==> src/rtl/sar_search_4_if.sv <==
// Handshake and comparator-loop bundle between the SAR search engine and its requester/comparator.
interface sar_search_4_if #(
    parameter int unsigned WIDTH = 4
);
    logic             start;
    logic [WIDTH-1:0] guess;
    logic             cmp_a_big;
    logic             cmp_b_big;
    logic             cmp_a_b;
    logic             busy;
    logic             done;
    logic [WIDTH-1:0] result;
    logic             error;

    // Requester side: issues start, closes the loop through the comparator flags.
    modport master (
        output start,
        output cmp_a_big,
        output cmp_b_big,
        output cmp_a_b,
        input  guess,
        input  busy,
        input  done,
        input  result,
        input  error
    );

    // Search engine side.
    modport slave (
        input  start,
        input  cmp_a_big,
        input  cmp_b_big,
        input  cmp_a_b,
        output guess,
        output busy,
        output done,
        output result,
        output error
    );
endinterface

==> src/rtl/sar_search_4.sv <==
// Successive-approximation search: probes MSB-first through an external comparator to recover its b operand.
module sar_search_4 #(
    parameter int unsigned WIDTH = 4
) (
    input  logic         clk,
    input  logic         rst_n,
    sar_search_4_if.slave bus
);
    localparam int unsigned IDX_W = (WIDTH > 1) ? $clog2(WIDTH) : 1;
    localparam logic [IDX_W-1:0] IDX_TOP   = IDX_W'(WIDTH - 1);
    localparam logic [WIDTH-1:0] TRIAL_TOP = WIDTH'(1) << (WIDTH - 1);

    typedef enum logic [1:0] {
        S_IDLE  = 2'd0,
        S_PROBE = 2'd1,
        S_DONE  = 2'd2
    } state_t;

    state_t           state_q, state_d;
    logic [WIDTH-1:0] trial_q, trial_d;
    logic [IDX_W-1:0] idx_q, idx_d, idx_dec;
    logic [WIDTH-1:0] guess_q, guess_d;
    logic [WIDTH-1:0] result_q, result_d;
    logic             busy_q, busy_d;
    logic             done_q, done_d;
    logic             error_q, error_d;
    logic [2:0]       flags;
    logic             flags_onehot;
    logic             probe_exit;

    assign flags        = {bus.cmp_a_big, bus.cmp_b_big, bus.cmp_a_b};
    assign flags_onehot = (flags == 3'b100) || (flags == 3'b010) || (flags == 3'b001);
    // Bad flags, a hit, or the last bit all end the search this cycle.
    assign probe_exit   = !flags_onehot || bus.cmp_a_b || (idx_q == '0);
    assign idx_dec      = idx_q - IDX_W'(1);

    // State register.
    always_ff @(posedge clk or negedge rst_n) begin
        if (!rst_n) begin
            state_q <= S_IDLE;
        end else begin
            state_q <= state_d;
        end
    end

    // Next-state logic.
    always_comb begin
        state_d = state_q;
        case (state_q)
            S_IDLE:  if (bus.start) state_d = S_PROBE;
            S_PROBE: if (probe_exit) state_d = S_DONE;
            S_DONE:  state_d = S_IDLE;
            default: state_d = S_IDLE;
        endcase
    end

    // Datapath and registered-output next values.
    always_comb begin
        trial_d  = trial_q;
        idx_d    = idx_q;
        result_d = result_q;
        error_d  = error_q;
        case (state_q)
            S_IDLE: begin
                if (bus.start) begin
                    trial_d = TRIAL_TOP;
                    idx_d   = IDX_TOP;
                    error_d = 1'b0;
                end
            end
            S_PROBE: begin
                if (!flags_onehot) begin
                    result_d = trial_q;
                    error_d  = 1'b1;
                end else if (bus.cmp_a_b) begin
                    result_d = trial_q;
                    error_d  = 1'b0;
                end else if (idx_q == '0) begin
                    // Guess < target on the LSB cannot happen with a consistent comparator.
                    if (bus.cmp_a_big) begin
                        result_d = trial_q & ~WIDTH'(1);
                        error_d  = 1'b0;
                    end else begin
                        result_d = trial_q;
                        error_d  = 1'b1;
                    end
                end else begin
                    if (bus.cmp_a_big) trial_d[idx_q] = 1'b0;
                    trial_d[idx_dec] = 1'b1;
                    idx_d            = idx_dec;
                end
            end
            default: ;
        endcase
        guess_d = (state_d == S_PROBE) ? trial_d : '0;
        busy_d  = (state_d == S_PROBE);
        done_d  = (state_d == S_DONE);
    end

    // Datapath and output registers.
    always_ff @(posedge clk or negedge rst_n) begin
        if (!rst_n) begin
            trial_q  <= '0;
            idx_q    <= '0;
            guess_q  <= '0;
            result_q <= '0;
            busy_q   <= 1'b0;
            done_q   <= 1'b0;
            error_q  <= 1'b0;
        end else begin
            trial_q  <= trial_d;
            idx_q    <= idx_d;
            guess_q  <= guess_d;
            result_q <= result_d;
            busy_q   <= busy_d;
            done_q   <= done_d;
            error_q  <= error_d;
        end
    end

    assign bus.guess  = guess_q;
    assign bus.result = result_q;
    assign bus.busy   = busy_q;
    assign bus.done   = done_q;
    assign bus.error  = error_q;
endmodule

==> src/flat_wrapper.sv <==
// flat-port wrapper written by rule: the top's interface ports become plain ports
module sar_search_4_flat 
#(
    parameter int unsigned WIDTH = 4
)
  (clk, rst_n, bus_start, bus_cmp_a_big, bus_cmp_b_big, bus_cmp_a_b, bus_guess, bus_busy, bus_done, bus_result, bus_error);
  sar_search_4_if #(.WIDTH(WIDTH)) bus_i ();
  input  logic clk;
  input  logic rst_n;
  input wire logic [$bits(bus_i.start)-1:0] bus_start;
  input wire logic [$bits(bus_i.cmp_a_big)-1:0] bus_cmp_a_big;
  input wire logic [$bits(bus_i.cmp_b_big)-1:0] bus_cmp_b_big;
  input wire logic [$bits(bus_i.cmp_a_b)-1:0] bus_cmp_a_b;
  output wire logic [$bits(bus_i.guess)-1:0] bus_guess;
  output wire logic [$bits(bus_i.busy)-1:0] bus_busy;
  output wire logic [$bits(bus_i.done)-1:0] bus_done;
  output wire logic [$bits(bus_i.result)-1:0] bus_result;
  output wire logic [$bits(bus_i.error)-1:0] bus_error;
  assign bus_i.start = bus_start;
  assign bus_i.cmp_a_big = bus_cmp_a_big;
  assign bus_i.cmp_b_big = bus_cmp_b_big;
  assign bus_i.cmp_a_b = bus_cmp_a_b;
  assign bus_guess = bus_i.guess;
  assign bus_busy = bus_i.busy;
  assign bus_done = bus_i.done;
  assign bus_result = bus_i.result;
  assign bus_error = bus_i.error;
  sar_search_4 #(.WIDTH(WIDTH)) u_core (.clk(clk), .rst_n(rst_n), .bus(bus_i));
endmodule
==> config.mk <==
export PLATFORM = sky130hd
export DESIGN_NAME = sar_search_4_flat
export DESIGN_NICKNAME = d
export VERILOG_FILES = /design/src/rtl/sar_search_4_if.sv /design/src/rtl/sar_search_4.sv /design/src/flat_wrapper.sv
export SDC_FILE = /design/constraint.sdc
export NUM_CORES = 1
export LEC_CHECK = 0
export ABC_AREA = 1
export BUFFER_PORTS_ARGS = -buffer_cell sky130_fd_sc_hd__buf_2
export CORE_UTILIZATION = 50
export DETAILED_ROUTE_END_ITERATION = 6
export PLACE_DENSITY = 0.73
export SKIP_LAST_GASP = 1
export SYNTH_ARGS = -nofsm -noshare
export SYNTH_HDL_FRONTEND = slang
export SYNTH_SLANG_ARGS = --single-unit
==> constraint.sdc <==
create_clock -name clk -period 1.7 [get_ports clk]
set_input_delay 0 -clock clk [delete_from_list [all_inputs] [get_ports clk]]
set_output_delay 0 -clock clk [all_outputs]
set_load 0.01 [all_outputs]
==> metrics.md, run 1 <==
| Metric | Value |
|---|---|
| Async SR Flop Fraction | `100%` |
| Critical Path Most Common Cell | `nand2_1` |
| Num CTS Buffers | `3` |
| Distinct cells, synth | `18` |
| Largest net degree at the start of global routing | `20` |
| CTS Root Cell | `clkbuf_4` |
| Clock latency on the worst-skew pair | `290 ps` |
| Synth warnings | `0` |
| Fin crit share | `91.9%` |
| TritonCTS clock tree | `done` |
| Global-route wire length before repair | `2.68 mm` |
| Grt ovf | `0` |
| Rows | `15` |
| Die height | `44.6 um` |
| Initial antenna violation count | `0` |
| Chip Width | `44.6 um` |
| Post-DR vias/cell | `4.80` |
| FMAX | `640 MHz` |
| Final hold viol count | `0` |
| Synth top area cells | `dfrtp_1, nand2_1, nand2_4` |
| Final Max Tran Viols | `0` |
| Htree depth | `1` |
| Area leader, netlist | `dfrtp_1` |
| Max Cap Viol | `0` |
| Clk sinks | `19` |
| Tightest Pin Transition | `412 ps` |
| Slowest-stage cell, CP | `dfrtp_1` |
| Data required, critical path | `1880 ps` |
| Setup crit end kind | `register` |
| Crit-path max FO | `6` |
| Dpl ws | `75.4 ps` |
| Post-Syn Area | `906 um^2` |
| GRT Total Usage | `19.5%` |
| Most common cell in the netlist | `nand2_1` |
| Compound-Gate Fraction of Synth Area | `9.67%` |
| Synth Register Bits | `19` |
| Rel. slew slack | `72.6%` |
| RD Place Congestion | `0.836` |
| Vias in the first global route | `650` |
| Worst Skew | `4.13 ps` |
| Final wirelength | `1.59 mm` |
| HP Class | `in -> reg` |
| XOR/XNOR Fraction of Synth Area | `0%` |
| Top FF cell, synth | `dfrtp_1` |
| Share of cells above drive strength 1 | `27.3%` |
| Cell leakage power | `0.604 nW` |
| Largest family of logic cells by synthesized area | `simple AND/OR/NAND/NOR gates` |
| Filler instances | `155` |
| Simple-Gate Fraction of Synth Area | `25.0%` |
| Mux contribution to synthesized area | `0%` |
| Area grow syn2layout | `16.6%` |
| Worst Slack Setup Final | `138 ps` |
| Final setup fails | `0` |
| 1st-iter DRT viols | `3` |
| Crit path max-delay family | `simple AND/OR/NAND/NOR gates` |
| Cells after Synth | `100` |
| Clock Pin Slew Worst Setup and Hold Paths | `100 ps` |
| PD cells | `1520 nW/um^2` |
| Critical path startpoint category | `register` |
| Via count | `701` |
| DR pass1 iterations | `4` |
| Drt wl/cell | `10.9 um` |
| Buf/Inv on CP | `1` |
| DRC Markers | `0` |
| Crit path kind | `reg -> reg` |
| Final HPWL DP | `1.22 mm` |
| RSZ-0062 raised after global routing | `no` |
| VDD IR max | `0.809 mV` |
| Io pins | `17` |
| Total Nets Final | `132` |
| Worst-path cell chain | `inv_1 -> ha_1 -> nor2_2 -> nand2_1 -> o21ai_0 -> nand2_1 -> nand2_1 -> a21oi_1` |
| Crit-path max cell delay | `400 ps` |
| Status | `completed` |
| Clk buf depth | `2` |
| Antenna Nets Post-Route | `0` |
| Starting density of the core | `53.0%` |
| EDFF count, synth | `0` |
| Design Power | `1.60 mW` |
| List of most frequent post-synthesis cells | `nand2_1, dfrtp_1, inv_1` |
| Post-Syn Nets | `110` |
| Syn_area_per_cell | `9.06 um^2` |
| Synth Area in Adders | `5.52%` |
| # diodes | `0` |
| Port Buffers | `16` |
| Period minus WS final | `1560 ps` |
| Placeable Area | `1710 um^2` |
| Die area | `1990 um^2` |
| TNS Setup | `0 ps` |
| CP arrival | `1750 ps` |
| Top cell type's share of synthesized area | `52.5%` |
| Post-synthesis sequential area ratio | `52.5%` |
==> final cells by class <==
type | instances | area (um^2) | share of cell area (%)
well taps | 25 | 31.3 | 2.96
multi-input cells | 64 | 367 | 34.7
repair buffers | 17 | 90.1 | 8.53
inverters | 17 | 66.3 | 6.28
flip-flops and latches | 19 | 475 | 45.0
clock buffers | 4 | 26.3 | 2.49
==> metrics by stage <==
step                std cells  util (%)  instance area, um^2  hold slack (ps)
finish                    146      61.8                 1060             56.6
global route              146      61.8                 1060             56.2
CTS                       146      61.7                 1050             46.8
detailed placement        141      59.6                 1020            -42.3
global placement          141      59.6                 1020            -46.6
floorplan                 100         -                  906             -296
==> timing repair <==
action	in CTS	in global routing
resized for setup	0	1
hold buffers	1	0
setup endpoints to repair	0	4
endpoints found under the hold margin	19	0
buffers inserted	0	0
==> cells in the final DEF, fill, tap and decap left out, types with 2 or more instances in the layout <==
cell type | Yosys | final
nand3_1 | 4 | 4
o21ai_0 | 5 | 5
nand2_1 | 27 | 27
dfrtp_1 | 19 | 19
inv_2 | 2 | 2
a21oi_1 | 5 | 5
ha_1 | 4 | 4
buf_2 | 0 | 16
o21ai_2 | 2 | 2
inv_1 | 14 | 14
nand2_2 | 2 | 2
clkbuf_4 | 0 | 3
nor2_1 | 5 | 4
nand2_4 | 5 | 5
==> tightest hold or removal path, cell delays in order <==
cell and delay [ps]:
buf_2 80, o21ai_0 100, nand2_1 90, nand2_1 50
==> logic make-up (layout without fill, tap and decap cells) <==
family / after synthesis / after routing
adders and majority gates: 4 / 4
DFF: 19 / 19
AOI/OAI and AO/OA: 15 / 15
and+or+nand+nor: 45 / 45
buffers and inverters: 17 / 38
==> where the power goes <==
group | internal [mW] | switching (mW) | total, mW
logic | 0.244 | 0.429 | 0.673
registers | 0.616 | 0.0899 | 0.706
clock network | 0.0914 | 0.132 | 0.223
total | 0.951 | 0.651 | 1.60
==> routing by layer <==
layer  vias to the layer above  global-route usage, %  wire length (um)  part of all wire [%]
met1                       325                   20.9               703                    44
met2                        16                   35.6               795                    50
li1                        356                      -                 -                     -
met3                         4                   6.12                64                   4.0
met4                         0                   7.27                21                   1.3
met5                         -                      0                 0                     0
==> path summary, 6_finish.rpt <==
| kind | startpoint | endpoint | slack [ps] | cells after the start |
|---|---|---|---|---|
| min in group asynchronous | rst_n | u_core.bus.result[0]$_DFFE_PN0P_ | 160 | 2 |
| hold / removal | bus_start | u_core.trial_q[1]$_DFF_PN0_ | 60 | 4 |
| hold reg to reg | u_core.trial_q[2]$_DFF_PN0_ | u_core.bus.result[2]$_DFFE_PN0P_ | 490 | 2 |
| setup reg to reg | u_core.idx_q[0]$_DFFE_PN0P_ | u_core.bus.guess[2]$_DFF_PN0_ | 140 | 8 |
| setup / recovery | u_core.idx_q[0]$_DFFE_PN0P_ | u_core.bus.guess[2]$_DFF_PN0_ | 140 | 8 |
| max in group asynchronous | rst_n | u_core.bus.guess[1]$_DFF_PN0_ | 1250 | 2 |
==> sequential cells by signal, summed over array words and instances, names as in the netlist <==
signal and count:
u_core.bus.busy 1, u_core.bus.done 1, u_core.bus.error 1, u_core.bus.guess 4, u_core.bus.result 4, u_core.idx_q 2
u_core.state_q 2, u_core.trial_q 4
(Power assumes the default switching activity.)
==> inputs of run 2 (changes only) <==
--- a/config.mk
+++ b/config.mk
@@ -7,9 +7,11 @@
 export LEC_CHECK = 0
 export ABC_AREA = 1
 export BUFFER_PORTS_ARGS = -buffer_cell sky130_fd_sc_hd__buf_2
-export CORE_UTILIZATION = 50
+export CELL_PAD_IN_SITES_DETAIL_PLACEMENT = 0
+export CELL_PAD_IN_SITES_GLOBAL_PLACEMENT = 2
+export CORE_UTILIZATION = 32
 export DETAILED_ROUTE_END_ITERATION = 6
-export PLACE_DENSITY = 0.73
+export PLACE_DENSITY_LB_ADDON = 0.1
 export SKIP_LAST_GASP = 1
 export SYNTH_ARGS = -nofsm -noshare
 export SYNTH_HDL_FRONTEND = slang
==> metrics.md, run 2 (synthesis gave the netlist of run 1 again) <==
| Metric | Value |
|---|---|
| Htree depth | `1` |
| Critical path startpoint category | `register` |
| Placement Cell Area | `1030 um^2` |
| Design Power | `1.63 mW` |
| Cell leakage power | `0.612 nW` |
| Final Max Tran Viols | `0` |
| Worst Slack Setup Final | `191 ps` |
| Final setup fails | `0` |
| Area grow syn2layout | `18.2%` |
| Crit-path max FO | `5` |
| Starting density of the core | `35.3%` |
| Rows | `18` |
| GRT Total Usage | `13.7%` |
| TritonCTS clock tree | `done` |
| DRC Markers | `0` |
| FMAX | `663 MHz` |
| Die area | `3050 um^2` |
| Post-DR vias/cell | `4.55` |
| Final instance area | `1070 um^2` |
| Num CTS Buffers | `3` |
| Most common cell after layout, fill and taps aside | `nand2_1` |
| Vias in the first global route | `727` |
| CTS Root Cell | `clkbuf_4` |
| Antenna Nets Post-Route | `0` |
| Status | `completed` |
| Max Cap Viol | `0` |
| HP Class | `in -> reg` |
| CP arrival | `1700 ps` |
| Fin crit share | `88.8%` |
| Data required, critical path | `1890 ps` |
| DP Cell Count | `147` |
| TNS Setup | `0 ps` |
| PD cells | `1520 nW/um^2` |
| Grt ovf | `0` |
| Setup crit end kind | `register` |
| Global-route wire length before repair | `3.27 mm` |
| Post-Layout Cell Count | `152` |
| DR pass1 iterations | `3` |
| Clock latency on the worst-skew pair | `300 ps` |
| 1st-iter DRT viols | `11` |
| Initial antenna violation count | `0` |
| Final wirelength | `1.80 mm` |
| Dpl ws | `103 ps` |
| Chip Width | `55.2 um` |
| Tightest Pin Transition | `433 ps` |
| Placeable Area | `2570 um^2` |
| Clk buf depth | `2` |
| Via count | `691` |
| Die height | `55.2 um` |
| Final HPWL DP | `1.39 mm` |
| Clk sinks | `19` |
| Setup bufs post-CTS | `0` |
| RD Place Congestion | `0.833` |
| Period minus WS final | `1510 ps` |
| # diodes | `0` |
| Commonest non-fill, non-tap cells in the layout | `nand2_1, dfrtp_1, buf_2, inv_1` |
| Port Buffers | `16` |
| Crit path kind | `reg -> reg` |
| Largest net degree at the start of global routing | `20` |
| Io pins | `17` |
| VDD IR max | `0.646 mV` |
| Rel. slew slack | `71.2%` |
| Worst Skew | `8.36 ps` |
| Clock Pin Slew Worst Setup and Hold Paths | `110 ps` |
| RSZ-0062 raised after global routing | `no` |
| Drt wl/cell | `11.9 um` |
| Total Nets Final | `133` |
| Final hold viol count | `0` |
| Share of cells above drive strength 1 | `28.7%` |
==> run 2: cell count changes in the layout (fill, tap and decap cells not counted), sizes merged <==
cell / delta
clkinv: +1
clkbuf: -1
buf: +1
==> run 2: area by class of cell <==
| cell class | count | area [um^2] |
|---|---|---|
| fill | 262 | 1500 |
| multi-input combinational | 64 | 367 |
| clock inverter | 1 | 5.00 |
| clock buffer | 3 | 22.5 |
| timing repair buffer | 18 | 97.6 |
| tap | 30 | 37.5 |
| sequential | 19 | 475 |
| inverter | 17 | 66.3 |
==> run 2: worst max-delay path, stage by stage (launching register included) <==
cell,delay (ps)
dfrtp_1,410
inv_1,110
ha_1,220
nor2_2,200
nand2_1,70
o21ai_0,180
nand2_1,70
nand2_1,80
a21oi_1,80
==> run 2: through the flow <==
stage | hold slack (ps) | util, %
floorplan | -296 | -
global placement | -34.7 | 40.2
detailed placement | -20.7 | 40.2
CTS | 56.5 | 41.6
global route | 63.4 | 41.7
finish | 70.5 | 41.7
==> run 2: final timing paths <==
kind / slack (ps) / endpoint / cells after the start / startpoint
worst max-delay path: 190 / u_core.bus.guess[2]$_DFF_PN0_ / 8 / u_core.idx_q[1]$_DFFE_PN0P_
worst min-delay path: 70 / u_core.bus.error$_DFFE_PN0P_ / 4 / bus_start
worst max register to register: 190 / u_core.bus.guess[2]$_DFF_PN0_ / 8 / u_core.idx_q[1]$_DFFE_PN0P_
worst min register to register: 490 / u_core.bus.result[2]$_DFFE_PN0P_ / 2 / u_core.bus.result[2]$_DFFE_PN0P_
max in group asynchronous: 1230 / u_core.state_q[1]$_DFF_PN0_ / 2 / rst_n
min in group asynchronous: 170 / u_core.bus.done$_DFF_PN0_ / 2 / rst_n
==> run 2: power by group <==
part           switching [mW]  total, mW  internal (mW)
Clock                   0.140      0.228         0.0875
Combinational           0.438      0.693          0.255
Sequential             0.0937      0.709          0.615
Total                   0.672       1.63          0.958
==> run 2: timing repair <==
action,4_1_cts,5_1_grt
endpoints found under the setup margin,0,6
gates resized for setup,0,1
hold endpoints to repair,19,0
hold buffers,1,0
==> run 2: routing by layer <==
metal	part of all wire, %	track usage, %	vias to the layer above	wire length [um]
li1	-	-	356	-
met1	49	17.8	323	887
met2	47	22.2	10	848
met3	2.9	3.04	2	53
met4	0.83	5.36	0	15
met5	0	0	-	0
